## src/rtl/branch_sequencer_pkg.sv

```systemverilog
`default_nettype none
// ============================================================================
// Package     : mini_src_ctrl_pkg
// Description : Shared state encoding, ALU codes, branch conditions and
//               opcodes for the Mini SRC control sequencer.
// Revision    : 1.0
// ============================================================================
package mini_src_ctrl_pkg;

    typedef enum logic [3:0] {
        ST_IDLE = 4'd0,
        ST_T0   = 4'd7,
        ST_T1   = 4'd8,
        ST_T2   = 4'd9,
        ST_T3   = 4'd10,
        ST_T4   = 4'd11,
        ST_T5   = 4'd12,
        ST_T6   = 4'd13
    } state_t;

    localparam logic [4:0] C_ALU_NOP = 5'b00000;
    localparam logic [4:0] C_ALU_ADD = 5'b00011;

    localparam logic [1:0] C_COND_ZERO    = 2'b00;
    localparam logic [1:0] C_COND_NONZERO = 2'b01;
    localparam logic [1:0] C_COND_NONNEG  = 2'b10;
    localparam logic [1:0] C_COND_NEG     = 2'b11;

    localparam logic [4:0] C_OP_BR = 5'b10010;

endpackage
`default_nettype wire

```

## src/rtl/branch_sequencer_if.sv

```systemverilog
`default_nettype none
// ============================================================================
// Interface   : branch_sequencer_if
// Description : Control/handshake bundle between the sequencer (master) and
//               the datapath/memory side (slave).
// Revision    : 1.0
// ============================================================================
interface branch_sequencer_if #(
    parameter int DATA_WIDTH = 32,
    parameter int ALU_OP_W   = 5
) ();

    logic                  start;
    logic                  mem_ready;
    logic [4:0]            ir_opcode;
    logic [1:0]            ir_cond;
    logic [DATA_WIDTH-1:0] bus_data;

    logic Pout, MARen, Read, MDRen, MDROut, IRen, Gra, Rout;
    logic ConIn, Yen, Cout, Zen, ZLOout, Pen;
    logic [ALU_OP_W-1:0]   alu_control;
    logic busy, done, illegal, mem_err, branch_taken;

    modport master (
        input  start, mem_ready, ir_opcode, ir_cond, bus_data,
        output Pout, MARen, Read, MDRen, MDROut, IRen, Gra, Rout,
        output ConIn, Yen, Cout, Zen, ZLOout, Pen, alu_control,
        output busy, done, illegal, mem_err, branch_taken
    );

    modport slave (
        output start, mem_ready, ir_opcode, ir_cond, bus_data,
        input  Pout, MARen, Read, MDRen, MDROut, IRen, Gra, Rout,
        input  ConIn, Yen, Cout, Zen, ZLOout, Pen, alu_control,
        input  busy, done, illegal, mem_err, branch_taken
    );

endinterface
`default_nettype wire

```

## src/rtl/branch_sequencer_con_ff.sv

```systemverilog
`default_nettype none
// ============================================================================
// Module      : con_ff
// Description : Branch condition evaluator and CON flip-flop.
// Revision    : 1.0
// ============================================================================
module con_ff
    import mini_src_ctrl_pkg::*;
#(
    parameter int DATA_WIDTH = 32
) (
    input  wire                  clk,
    input  wire                  clr,
    input  wire                  ConIn,
    input  wire [1:0]            ir_cond,
    input  wire [DATA_WIDTH-1:0] bus_data,
    output logic                 branch_taken
);

    logic w_cond;
    logic r_con;

    always_comb begin
        w_cond = 1'b0;
        case (ir_cond)
            C_COND_ZERO:    w_cond = (bus_data == '0);
            C_COND_NONZERO: w_cond = (bus_data != '0);
            C_COND_NONNEG:  w_cond = ~bus_data[DATA_WIDTH-1];
            C_COND_NEG:     w_cond =  bus_data[DATA_WIDTH-1];
            default:        w_cond = 1'b0;
        endcase
    end

    // Holds the last evaluated condition until the next ConIn step.
    always_ff @(posedge clk or negedge clr) begin
        if (!clr) begin
            r_con <= 1'b0;
        end else if (ConIn) begin
            r_con <= w_cond;
        end
    end

    assign branch_taken = r_con;

endmodule
`default_nettype wire

```

## src/rtl/branch_sequencer.sv

```systemverilog
`default_nettype none
// ============================================================================
// Module      : branch_sequencer
// Description : Mini SRC fetch (T0-T2) and conditional-branch (T3-T6) step
//               sequencer. Macro BRANCH_SEQ_MEM_WAIT_EN adds T1 memory wait
//               with timeout/mem_err.
// Revision    : 1.0
// ============================================================================
module branch_sequencer
    import mini_src_ctrl_pkg::*;
#(
    parameter int                  DATA_WIDTH  = 32,
    parameter int                  ALU_OP_W    = 5,
    parameter logic [ALU_OP_W-1:0] ALU_ADD     = ALU_OP_W'(C_ALU_ADD),
    parameter logic [4:0]          BR_OPCODE   = C_OP_BR,
    parameter int                  MEM_TIMEOUT = 15
) (
    input wire                 clk,
    input wire                 clr,
    branch_sequencer_if.master bus
);

    state_t r_state;
    state_t w_next;
    logic   w_t1_done;
    logic   w_timeout;
    logic   w_taken;

`ifdef BRANCH_SEQ_MEM_WAIT_EN
    logic [7:0] r_wait_cnt;

    // Counter idles at zero outside T1, so it is cleared on every T1 entry.
    always_ff @(posedge clk or negedge clr) begin
        if (!clr) begin
            r_wait_cnt <= 8'd0;
        end else if (r_state != ST_T1) begin
            r_wait_cnt <= 8'd0;
        end else if (!bus.mem_ready && (r_wait_cnt != 8'hFF)) begin
            r_wait_cnt <= r_wait_cnt + 8'd1;
        end
    end

    assign w_t1_done = bus.mem_ready;
    assign w_timeout = !bus.mem_ready && (r_wait_cnt == 8'(MEM_TIMEOUT));
`else
    logic       w_unused_mem_ready;
    logic [7:0] w_unused_tmo;

    assign w_unused_mem_ready = bus.mem_ready;
    assign w_unused_tmo       = 8'(MEM_TIMEOUT);
    assign w_t1_done          = 1'b1;
    assign w_timeout          = 1'b0;
`endif

    always_ff @(posedge clk or negedge clr) begin
        if (!clr) begin
            r_state <= ST_IDLE;
        end else begin
            r_state <= w_next;
        end
    end

    always_comb begin
        w_next          = r_state;
        bus.Pout        = 1'b0;
        bus.MARen       = 1'b0;
        bus.Read        = 1'b0;
        bus.MDRen       = 1'b0;
        bus.MDROut      = 1'b0;
        bus.IRen        = 1'b0;
        bus.Gra         = 1'b0;
        bus.Rout        = 1'b0;
        bus.ConIn       = 1'b0;
        bus.Yen         = 1'b0;
        bus.Cout        = 1'b0;
        bus.Zen         = 1'b0;
        bus.ZLOout      = 1'b0;
        bus.Pen         = 1'b0;
        bus.alu_control = ALU_OP_W'(C_ALU_NOP);
        bus.done        = 1'b0;
        bus.illegal     = 1'b0;
        bus.mem_err     = 1'b0;
        case (r_state)
            ST_IDLE: begin
                if (bus.start) w_next = ST_T0;
            end
            ST_T0: begin
                bus.Pout  = 1'b1;
                bus.MARen = 1'b1;
                w_next    = ST_T1;
            end
            ST_T1: begin
                bus.Read  = 1'b1;
                bus.MDRen = 1'b1;
                // A ready memory in the timeout cycle still completes the read.
                if (w_t1_done) begin
                    w_next = ST_T2;
                end else if (w_timeout) begin
                    bus.mem_err = 1'b1;
                    w_next      = ST_IDLE;
                end
            end
            ST_T2: begin
                bus.MDROut = 1'b1;
                bus.IRen   = 1'b1;
                if (bus.ir_opcode == BR_OPCODE) begin
                    w_next = ST_T3;
                end else begin
                    bus.illegal = 1'b1;
                    w_next      = ST_IDLE;
                end
            end
            ST_T3: begin
                bus.Gra   = 1'b1;
                bus.Rout  = 1'b1;
                bus.ConIn = 1'b1;
                w_next    = ST_T4;
            end
            ST_T4: begin
                bus.Pout = 1'b1;
                bus.Yen  = 1'b1;
                w_next   = ST_T5;
            end
            ST_T5: begin
                bus.Cout        = 1'b1;
                bus.Zen         = 1'b1;
                bus.alu_control = ALU_ADD;
                w_next          = ST_T6;
            end
            ST_T6: begin
                bus.ZLOout = 1'b1;
                bus.Pen    = w_taken;
                bus.done   = 1'b1;
                w_next     = ST_IDLE;
            end
            default: begin
                w_next = ST_IDLE;
            end
        endcase
    end

    assign bus.busy         = (r_state != ST_IDLE);
    assign bus.branch_taken = w_taken;

    con_ff #(
        .DATA_WIDTH (DATA_WIDTH)
    ) u_con_ff (
        .clk          (clk),
        .clr          (clr),
        .ConIn        (bus.ConIn),
        .ir_cond      (bus.ir_cond),
        .bus_data     (bus.bus_data),
        .branch_taken (w_taken)
    );

endmodule
`default_nettype wire

```

## src/flat_wrapper.sv

```systemverilog
// flat-port wrapper written by rule: the top's interface ports become plain ports
module branch_sequencer_flat import mini_src_ctrl_pkg::*;
#(
    parameter int                  DATA_WIDTH  = 32,
    parameter int                  ALU_OP_W    = 5,
    parameter logic [ALU_OP_W-1:0] ALU_ADD     = ALU_OP_W'(C_ALU_ADD),
    parameter logic [4:0]          BR_OPCODE   = C_OP_BR,
    parameter int                  MEM_TIMEOUT = 15
)
  (clk, clr, bus_start, bus_mem_ready, bus_ir_opcode, bus_ir_cond, bus_bus_data, bus_Pout, bus_MARen, bus_Read, bus_MDRen, bus_MDROut, bus_IRen, bus_Gra, bus_Rout, bus_ConIn, bus_Yen, bus_Cout, bus_Zen, bus_ZLOout, bus_Pen, bus_alu_control, bus_busy, bus_done, bus_illegal, bus_mem_err, bus_branch_taken);
  branch_sequencer_if #(.DATA_WIDTH(DATA_WIDTH), .ALU_OP_W(ALU_OP_W)) bus_i ();
  input wire clk;
  input wire clr;
  input wire logic [$bits(bus_i.start)-1:0] bus_start;
  input wire logic [$bits(bus_i.mem_ready)-1:0] bus_mem_ready;
  input wire logic [$bits(bus_i.ir_opcode)-1:0] bus_ir_opcode;
  input wire logic [$bits(bus_i.ir_cond)-1:0] bus_ir_cond;
  input wire logic [$bits(bus_i.bus_data)-1:0] bus_bus_data;
  output wire logic [$bits(bus_i.Pout)-1:0] bus_Pout;
  output wire logic [$bits(bus_i.MARen)-1:0] bus_MARen;
  output wire logic [$bits(bus_i.Read)-1:0] bus_Read;
  output wire logic [$bits(bus_i.MDRen)-1:0] bus_MDRen;
  output wire logic [$bits(bus_i.MDROut)-1:0] bus_MDROut;
  output wire logic [$bits(bus_i.IRen)-1:0] bus_IRen;
  output wire logic [$bits(bus_i.Gra)-1:0] bus_Gra;
  output wire logic [$bits(bus_i.Rout)-1:0] bus_Rout;
  output wire logic [$bits(bus_i.ConIn)-1:0] bus_ConIn;
  output wire logic [$bits(bus_i.Yen)-1:0] bus_Yen;
  output wire logic [$bits(bus_i.Cout)-1:0] bus_Cout;
  output wire logic [$bits(bus_i.Zen)-1:0] bus_Zen;
  output wire logic [$bits(bus_i.ZLOout)-1:0] bus_ZLOout;
  output wire logic [$bits(bus_i.Pen)-1:0] bus_Pen;
  output wire logic [$bits(bus_i.alu_control)-1:0] bus_alu_control;
  output wire logic [$bits(bus_i.busy)-1:0] bus_busy;
  output wire logic [$bits(bus_i.done)-1:0] bus_done;
  output wire logic [$bits(bus_i.illegal)-1:0] bus_illegal;
  output wire logic [$bits(bus_i.mem_err)-1:0] bus_mem_err;
  output wire logic [$bits(bus_i.branch_taken)-1:0] bus_branch_taken;
  assign bus_i.start = bus_start;
  assign bus_i.mem_ready = bus_mem_ready;
  assign bus_i.ir_opcode = bus_ir_opcode;
  assign bus_i.ir_cond = bus_ir_cond;
  assign bus_i.bus_data = bus_bus_data;
  assign bus_Pout = bus_i.Pout;
  assign bus_MARen = bus_i.MARen;
  assign bus_Read = bus_i.Read;
  assign bus_MDRen = bus_i.MDRen;
  assign bus_MDROut = bus_i.MDROut;
  assign bus_IRen = bus_i.IRen;
  assign bus_Gra = bus_i.Gra;
  assign bus_Rout = bus_i.Rout;
  assign bus_ConIn = bus_i.ConIn;
  assign bus_Yen = bus_i.Yen;
  assign bus_Cout = bus_i.Cout;
  assign bus_Zen = bus_i.Zen;
  assign bus_ZLOout = bus_i.ZLOout;
  assign bus_Pen = bus_i.Pen;
  assign bus_alu_control = bus_i.alu_control;
  assign bus_busy = bus_i.busy;
  assign bus_done = bus_i.done;
  assign bus_illegal = bus_i.illegal;
  assign bus_mem_err = bus_i.mem_err;
  assign bus_branch_taken = bus_i.branch_taken;
  branch_sequencer #(.DATA_WIDTH(DATA_WIDTH), .ALU_OP_W(ALU_OP_W), .ALU_ADD(ALU_ADD), .BR_OPCODE(BR_OPCODE), .MEM_TIMEOUT(MEM_TIMEOUT)) u_core (.clk(clk), .clr(clr), .bus(bus_i));
endmodule
```

## config.mk

```make
export PLATFORM = sky130hd
export DESIGN_NAME = branch_sequencer_flat
export DESIGN_NICKNAME = d
export VERILOG_FILES = /design/src/rtl/branch_sequencer_pkg.sv /design/src/rtl/branch_sequencer_if.sv /design/src/rtl/branch_sequencer_con_ff.sv /design/src/rtl/branch_sequencer.sv /design/src/flat_wrapper.sv
export SDC_FILE = /design/constraint.sdc
export NUM_CORES = 1
export LEC_CHECK = 0
export BUFFER_PORTS_ARGS = -buffer_cell sky130_fd_sc_hd__clkbuf_2
export CAP_MARGIN = 20
export CORE_MARGIN = 1.5
export CORE_UTILIZATION = 32
export CTS_BUF_LIST = sky130_fd_sc_hd__clkbuf_16
export DETAILED_ROUTE_END_ITERATION = 8
export MAX_ROUTING_LAYER = met4
export PLACE_DENSITY = 0.76
export SETUP_SLACK_MARGIN = 0.15
export SLEW_MARGIN = 20
export SYNTH_ARGS = -nofsm -noshare
export SYNTH_HDL_FRONTEND = slang
export SYNTH_SLANG_ARGS = --single-unit
```

## constraint.sdc

```tcl
create_clock -name clk -period 1.65 [get_ports clk]
set_clock_uncertainty 0.1 [all_clocks]
set_input_delay 0.33 -clock clk [delete_from_list [all_inputs] [get_ports clk]]
set_output_delay 0.33 -clock clk [all_outputs]
set_load 0.05 [all_outputs]
```

==> Word level (Yosys, flattened, before mapping) <==
Index checks and enable logic that the tools add are counted.
{ "word_totals": {"register_bits": 5, "elab_cells": 37} }
{ "op_classes": {"n_eq_ne": 12, "muxes": 16, "bitwise": 1, "n_reduce_logical": 6} }
{ "op_table": {"columns": ["cell", "n"], "rows": [
  ["$logic_not A32 Y1", 1],
  ["$reduce_bool A32 Y1", 1],
  ["$pmux W4 S7", 1],
  ["$eq A4 B4 Y1 const B", 6],
  ["$mux W1", 11],
  ["$mux W4", 2],
  ["$eq A5 B5 Y1 const B", 1],
  ["$eq A2 B2 Y1 const B", 2],
  ["$eq A4 B3 Y1 const B", 1],
  ["$logic_not A4 Y1", 1],
  ["$pmux W1 S4", 1],
  ["$reduce_bool A4 Y1", 1],
  ["$eq A2 B1 Y1 const B", 1],
  ["$logic_not A2 Y1", 1],
  ["$mux W2", 1],
  ["$ne A2 B2 Y1 const B", 1],
  ["$reduce_or A2 Y1", 1],
  ["$not A1 Y1", 1]
]} }

==> Depth between registers and ports, before layout <==
Gate-level depths: netlist of the first run.
{ "depth": {"depth_word": 3, "ltp_mapped": 5} }

==> Modules after synthesis <==
A second synthesis of the first run with hierarchy kept.
{ "hier_totals": {"hier_cells": 75, "hier_area_um2": 566.8} }
{ "modules_own_cells": {"columns": ["mod", "instances", "cells_per_inst", "area_each_um2", "seq_area_each_um2"], "rows": [
  ["branch_sequencer", 1, 53, 409.1, 100.1],
  ["con_ff", 1, 22, 157.7, 25.0]
]} }

==> Least setup slack after synthesis of the first run <==
No wires, ideal clock.
{ "synth_path": {"kind": "register to output", "from": "reg u_core.r_state[1]", "to": "out bus_Zen", "t_arrival_ns": 2.230, "slack_ns": -1.010, "path_stages_with_launch": 4, "path_cell_list": "dfrtp_1 -> clkbuf_1 -> nor3_1 -> buf_4"} }
{ "synth_via": {"elab_chain_cells": 2} }
{ "synth_lines": {"columns": ["item", "line", "text"], "rows": [
  ["start: declaration", "branch_sequencer.sv:23", "state_t r_state;"],
  ["start signal: assignment", "branch_sequencer.sv:59", "r_state <= w_next;"],
  ["$eq A4 B4 Y1", null, null],
  ["$mux W1", null, null],
  ["end: declaration", "flat_wrapper.sv:30", "output wire logic [$bits(bus_i.Zen)-1:0] bus_Zen;"]
]} }
Every way passes these cells.

==> Final worst setup path of the first run <==
{ "layout_path": {"from": "reg u_core.r_state[0]", "to": "out bus_busy"} }
{ "layout_via": {"elab_chain_cells": 1} }
{ "layout_lines": {"columns": ["item", "line", "text"], "rows": [
  ["$reduce_bool A4 Y1", "branch_sequencer.sv:142", "assign bus.busy = (r_state != ST_IDLE);"],
  ["end: declaration", "flat_wrapper.sv:34", "output wire logic [$bits(bus_i.busy)-1:0] bus_busy;"]
]} }
Every way passes these cells.

==> summary.txt, run 1 <==
Critical path
  • Worst r2r dst: u_core.u_con_ff.branch_taken
  • FF-to-FF path depth: 6
  • Startpoint types: flop
  • CP Max Fanout: 5
  • Worst reg2reg setup slack: -0.09 ns
  • Crit. Startpoint: u_core.r_state[0]
  • Critical path type: reg2out
  • Worst setup EP type: output port
  • Worst r2r src: u_core.r_state[1]
  • Required time of the critical path: 1.22 ns
  • CP arrival: 1.39 ns

Synthesis
  • Top-area cell type share of the netlist area: 0.220
  • Sequential fraction of the synthesis area: 0.220
  • Top post-synthesis cells by area: dfrtp_1 (22%), buf_4 (16%), nor4_2 (8.8%)
  • Netlist Area Pre-Place: 569 um^2
  • Synth cell types: 30
  • Average cell area after synthesis: 7.59 um^2
  • Mapped Cells: 75
  • Synth Register Bits: 5
  • Largest area contributor in the netlist: dfrtp_1
  • Yosys Warn Count: 0

Floorplanning
  • Die Wd: 45.2 um
  • Die area: 2040 um^2
  • Core Footprint: 1690 um^2
  • IO Pins: 67
  • Die Ht: 45.2 um
  • FP Rows: 15
  • Initial Util: 0.337

Detailed routing
  • Antenna Nets Post-Route: 0
  • Routed vias: 869
  • WL per Instance: 13.7 um
  • Drt drc: 0
  • Pre-Repair DR Iteration Count: 4
  • Wirelength, routed: 2240 um
  • Vias per Instance: 5.30
  • Drt initial violations: 16

STA
  • Worst Setup Slack, final: -0.169 ns
  • Final Max Tran Viols: 0
  • Crit share post-route: 1.10
  • RSZ-0062 raised after global routing: yes
  • Hold slack final: 0.297 ns
  • Max Clock Freq: 550 MHz
  • Setup violations, final: 18
  • Shortest period the worst path allows: 1.82 ns
  • Fin. Hold Viols: 0

Placed design
  • Post-DP HPWL: 1550 um
  • Routability-driven placement congestion ratio: 0.772
  • Post-Place Cells: 150
  • Number of port buffers: 61

Power and ir drop
  • Max IR drop VDD: 943 uV
  • Leak pwr: 0.663 nW
  • Power Dens Cells: 1440 nW/um^2

Run status
  • Status: complete, but fails checks
  • Violated checks: setup timing

Global route
  • GRT Overall Usage: 0.215
  • Total gr overflow: 0
  • Largest net degree at the start of global routing: 8
  • Initial antenna violation count: 0
  • Number of global-route vias before repair: 751
  • First-pass GRT wire length: 3060 um

Clock tree
  • CTS Sinks: 5
  • Clock latency on the worst-skew pair: 0.23 ns
  • Clock-pin slew on the worst setup and hold paths: 0.03 ns
  • Htree depth: 1
  • Bufs on Longest Clock Path: 2
  • CTS root buf: clkbuf_16
  • CTS tree: yes
  • Total CTS buffers: 3

Worst hold path
  • Worst Hold Class: in2reg
  • Hold Crit Start: bus_start
  • Min-Delay Endpoint: u_core.r_state[2]
  • Min-Delay Path Depth: 3

Cells and area
  • Area grow syn2layout: 145%
  • Most frequent cells in the layout: clkbuf_2 (42), buf_4 (13), buf_8 (8)
  • Most common cell after layout, fill and taps aside: clkbuf_2
  • Ant. Diodes: 0
  • Fin nets: 191
  • Finished Layout Cells: 164
  • Final design utilization: 0.827
  • Layout cells sized above 1: 0.748

Flow run
  • Maxcap violations: 0
## repair_timing
action | 4_1_cts | 5_1_grt
hold buffers | 1 | 0
buffers inserted | 3 | 6
setup endpoints to repair | 20 | 21
resized for setup | 43 | 21
cloned | 0 | 0
pin swaps | 8 | 4
endpoints found under the hold margin | 5 | 0
## critical path: stages, from the launching register on
cell       delay [ns]
dfrtp_2          0.43
or4_4            0.54
clkbuf_16        0.19
## sequential cells by signal, indices dropped and copies added (netlist names)
signal,flops
u_core.u_con_ff.branch_taken,1
u_core.r_state,4
## power breakdown
group,leakage (nW),switching (mW),internal [mW]
Sequential,0.0617,0.0827,0.186
Clock,0.0423,0.0760,0.314
Combinational,0.559,0.690,0.660
Total,0.663,0.849,1.16
## how the worst max path moves through the flow
stage / end / slack, ns / depth (start not counted)
2_1_floorplan: bus_Read / -0.15 / 3
3_3_place_gp: bus_illegal / -0.05 / 5
3_5_place_dp: bus_illegal / -0.05 / 5
4_1_cts: bus_busy / -0.16 / 2
5_1_grt: bus_Zen / -0.19 / 3
6_report: bus_busy / -0.17 / 2
## final cells by class
cell class / count / area (um^2)
clock buffers: 3 / 75.1
well taps: 17 / 21.3
flip-flops and latches: 5 / 129
multi-input cells: 56 / 459
repair buffers: 80 / 701
inverters: 2 / 7.51
clock inverters: 1 / 3.75
fillers: 95 / 293
## routing by layer
metal | global-route usage | routed length [um] | share of wire
met3 | 0.0360 | 180 | 0.080
met1 | 0.200 | 730 | 0.33
met5 | - | 0 | 0
met4 | 0.0353 | 34 | 0.015
met2 | 0.449 | 1300 | 0.58
## Yosys cell counts (all sizes together)
library cell / instances
and3: 1
nor4b: 1
a21o: 1
buf: 13
nand2: 4
o22ai: 1
a22o: 1
a21oi: 3
dfrtp: 5
conb: 1
o21bai: 1
inv: 2
nor2b: 1
a221oi: 1
or4: 2
and2: 2
clkbuf: 2
and4bb: 1
o21ai: 3
nand3: 3
or3: 1
nand2b: 5
nand4: 2
nor2: 8
nor4: 7
nor3: 3
## through the flow
step	cell area (um^2)	setup slack [ns]	TNS, ns	total power [mW]
global route	1400	-0.194	-2.24	2.09
finish	1400	-0.169	-1.46	2.01
detailed placement	967	-0.0531	-0.0729	1.18
global placement	967	-0.0461	-0.0461	1.15
CTS	1290	-0.158	-1.37	1.81
floorplan	716	-0.146	-1.10	0.978
## cells by family after synthesis
family                 Yosys count  share of synthesized area
AO/OA/AOI/OAI                   11                      0.121
other                            1                    0.00659
flip-flops                       5                      0.220
buffers and inverters           17                      0.193
AND/OR/NAND/NOR                 41                      0.459
(Power assumes the default switching activity.)
==> run 2: changes to the inputs <==
--- a/config.mk
+++ b/config.mk
@@ -5,14 +5,16 @@
 export SDC_FILE = /design/constraint.sdc
 export NUM_CORES = 1
 export LEC_CHECK = 0
+export ABC_AREA = 1
 export BUFFER_PORTS_ARGS = -buffer_cell sky130_fd_sc_hd__clkbuf_2
 export CAP_MARGIN = 20
+export CORE_ASPECT_RATIO = 1.75
 export CORE_MARGIN = 1.5
-export CORE_UTILIZATION = 32
+export CORE_UTILIZATION = 25
 export CTS_BUF_LIST = sky130_fd_sc_hd__clkbuf_16
 export DETAILED_ROUTE_END_ITERATION = 8
 export MAX_ROUTING_LAYER = met4
-export PLACE_DENSITY = 0.76
+export PLACE_DENSITY = 0.6
 export SETUP_SLACK_MARGIN = 0.15
 export SLEW_MARGIN = 20
 export SYNTH_ARGS = -nofsm -noshare
==> run 2 against run 1 <==
The run still ends with setup timing left. Die area rose by 34%. Sequential power fell by 8.2%. Synthesized area rose by 6.4%. Critical path type unchanged.
==> summary.txt, run 2 <==
Run status
  • Status: complete, but fails checks
  • Violated checks: setup timing

Critical path
  • Required time of the critical path: 1.22 ns (about the same)
  • Critical path type: reg2out
  • Crit path buf inv count: 3 (+2)
  • CP Max Fanout: 5 (unchanged)
  • CP top delay family: flip-flops
  • Crit. path cell count: 6 (+4)
  • Crit. Startpoint: u_core.r_state[0]
  • CP arrival: 1.38 ns (about the same)
  • Worst r2r src: u_core.r_state[0]
  • Slowest CP cell: dfrtp_2
  • Worst path cell trace: nor2_2, inv_2, nor2_4, nand2_2, clkinvlp_4, clkbuf_16
  • Max incr delay on CP: 0.43 ns (-0.11 ns)
  • FF-to-FF path depth: 9 (+3)
  • Worst setup EP type: output port
  • Startpoint types: flop

Power and ir drop
  • Int Pwr: 1.00 mW (-14%)
  • Leak pwr: 0.678 nW (+2.3%)
  • Power Dens Cells: 1390 nW/um^2 (-3.1%)
  • P_sw: 0.884 mW (+4.2%)
  • Flop pwr share: 0.131 (-0.003)
  • Gate power share: 0.660 (-0.012)
  • Clock power share: 0.209 (+0.015)
  • Net Sw Frac: 0.469 (+0.0464)
  • Max IR drop VDD: 613 uV (-35%)

Global route
  • Largest net degree at the start of global routing: 7 (-1)
  • Number of global-route vias before repair: 731 (-2.7%)
  • Initial antenna violation count: 0 (unchanged)
  • GRT met1 Usage: 0.122 (-0.0782)
  • First-pass GRT wire length: 2810 um (-8.1%)
  • Met3 Use GR: 0.0292 (-0.00678)
  • Total gr overflow: 0 (unchanged)
  • GRT Overall Usage: 0.158 (-0.0573)
  • Most used routing layer: met2
  • Met2 usage: 0.302 (-0.146)

Cells and area
  • Most common cell after layout, fill and taps aside: clkbuf_2
  • Layout cells sized above 1: 0.607 (-0.141)
  • Top reg by flops: u_core.r_state
  • Fin nets: 217 (+14%)
  • Area grow syn2layout: 123%
  • Max reg flops: 4 (unchanged)
  • # fillers: 200 (+110%)
  • Ant. Diodes: 0 (unchanged)
  • Most frequent cells in the layout: clkbuf_2 (42), nor2_1 (26), nand2_1 (20)

Synthesis
  • Most frequent cells after synthesis: nor2_1 (31), nand2_1 (23), buf_4 (12)
  • Average cell area after synthesis: 5.82 um^2 (-23%)
  • Sequential fraction of the synthesis area: 0.207 (-0.0132)
  • Cell with the most instances after synthesis: nor2_1
  • Compound-Gate Fraction of Synth Area: 0.0682 (-0.0527)
  • Mux contribution to synthesized area: 0 (unchanged)
  • Top post-synthesis cells by area: dfrtp_1 (21%), nor2_1 (19%), buf_4 (15%)
  • Post-Synth Adder-Cell Area: 0 (unchanged)
  • Mapped Cells: 104 (+39%)
  • Synth cell types: 18 (-40%)
  • Top-area cell type share of the netlist area: 0.207 (-0.0132)
  • Post-synthesis simple-gate area fraction: 0.483 (+0.0241)
  • Top_reg_cell synth: dfrtp_1
  • Largest area contributor in the netlist: dfrtp_1
  • Netlist Area Pre-Place: 606 um^2 (+6.4%)
  • Yosys Warn Count: 0 (unchanged)
  • Ys async rst share: 1.00 (unchanged)
  • Xor/xnor cell area share of the yosys netlist: 0 (unchanged)
  • Combinational family with the most area after synthesis: simple AND/OR/NAND/NOR gates
  • Synth Register Bits: 5 (unchanged)
  • EDFF count, synth: 0 (unchanged)

STA
  • Final Max Tran Viols: 0 (unchanged)
  • Shortest period the worst path allows: 1.81 ns (-0.0104 ns)
  • Max Clock Freq: 553 MHz (+0.58%)
  • RSZ-0062 raised after global routing: yes
  • Setup violations, final: 16 (-2)
  • Crit share post-route: 1.10 (-0.00632)
  • Fin. Hold Viols: 0 (unchanged)
  • Sum Neg Setup Slack: -1.28 ns (+0.183 ns)
  • Worst Setup Slack, final: -0.158 ns (+0.0104 ns)

Detailed routing
  • Drt drc: 0 (unchanged)
  • Wirelength, routed: 2040 um (-9.0%)
  • Pre-Repair DR Iteration Count: 4 (unchanged)
  • Vias per Instance: 4.34 (-18%)
  • Routed vias: 860 (-1.0%)
  • WL per Instance: 10.3 um (-25%)
  • Antenna Nets Post-Route: 0 (unchanged)
  • Drt initial violations: 12 (-4)

Worst hold path
  • Worst Hold Class: in2reg
  • Hold Crit Start: bus_start
  • Min-Delay Path Depth: 4 (+1)

Floorplanning
  • FP Rows: 23 (+8)
  • IO Pins: 67 (unchanged)
  • Core Footprint: 2300 um^2 (+36%)
  • Die area: 2740 um^2 (+34%)
  • Die Ht: 68.1 um (+51%)
  • Initial Util: 0.263 (-0.0740)
  • Die Wd: 40.2 um (-11%)

Clock tree
  • Clock latency on the worst-skew pair: 0.23 ns (about the same)
  • CTS root buf: clkbuf_16
  • CTS tree: yes
  • Htree depth: 1 (unchanged)
  • CTS Sinks: 5 (unchanged)
  • Bufs on Longest Clock Path: 2 (unchanged)
  • Clock-pin slew on the worst setup and hold paths: 0.03 ns (about the same)
  • Total CTS buffers: 3 (unchanged)

Placed design
  • Number of port buffers: 61 (unchanged)
  • Post-DP HPWL: 1350 um (-13%)
  • Worst slack at placement: 0.0224 ns (+0.0755 ns)
  • Routability-driven placement congestion ratio: 0.669 (-13%)

Flow run
  • Maxcap violations: 0 (unchanged)
==> run 2: changes by cell type in the layout (fill, tap and decap cells not counted), moves of 3 or more <==
cell / delta
nor2_1: +22
buf_4: -4
nor4_2: -4
inv_1: +4
inv_2: +6
nand2_1: +18
nor4_1: -3
==> run 2: per-layer routing <==
layer	vias to the layer above	routed length (um)
li1	438	-
met5	-	0
met3	5	198
met2	66	1200
met4	0	51
met1	351	591
==> run 2: final timing paths <==
kind                                           endpoint  slack (ns)
setup / recovery                               bus_Cout       -0.16
hold / removal                        u_core.r_state[1]        0.33
setup reg to reg                      u_core.r_state[2]       -0.01
hold reg to reg            u_core.u_con_ff.branch_taken        0.41
max in group asynchronous             u_core.r_state[2]        0.91
min in group asynchronous             u_core.r_state[1]        0.39
==> run 2: timing repair <==
item,in CTS,in global routing
endpoints found under the hold margin,5,0
hold buffers,1,0
pin swaps,3,4
gates resized for setup,46,27
buffers inserted,1,6
setup endpoints to repair,21,22
==> run 2: logic make-up (layout without fill, tap and decap cells) <==
| group | after synthesis | count (layout) |
|---|---|---|
| compound gates | 7 | 7 |
| buf+inv | 26 | 92 |
| flops | 5 | 5 |
| other cells | 1 | 4 |
| simple gates | 65 | 65 |
==> run 2: tightest hold or removal path, stage by stage <==
cell and delay (ns):
clkbuf_2 0.08, or2_4 0.13, nand2_2 0.05, inv_2 0.04
==> run 2: through the flow <==
stage                      util  area (um^2)  power [mW]  hold WS [ns]  instances
after floorplan               -          666       0.904       -0.0656        107
after global placement    0.406          935        1.09        0.0511        186
after detailed placement  0.406          935        1.10        0.0498        186
after CTS                 0.540         1240        1.65         0.310        192
after global routing      0.588         1350        1.99         0.347        198
final                     0.588         1350        1.89         0.334        198
==> run 2: power by group through the flow <==
stage	clock network, mW	logic (mW)	registers, mW
after floorplan	0	0.610	0.294
after global placement	0	0.854	0.236
after detailed placement	0	0.860	0.237
after CTS	0.400	1.01	0.243
after global routing	0.408	1.33	0.252
final	0.395	1.24	0.247
==> run 2: final cells by class <==
cell class	count	area [um^2]	share of cell area
clock buffers	3	75.1	0.0555
clock inverters	1	3.75	0.00278
flip-flops and latches	5	128	0.0944
multi-input cells	76	423	0.313
well taps	25	31.3	0.0231
inverters	14	58.8	0.0435
repair buffers	74	633	0.468
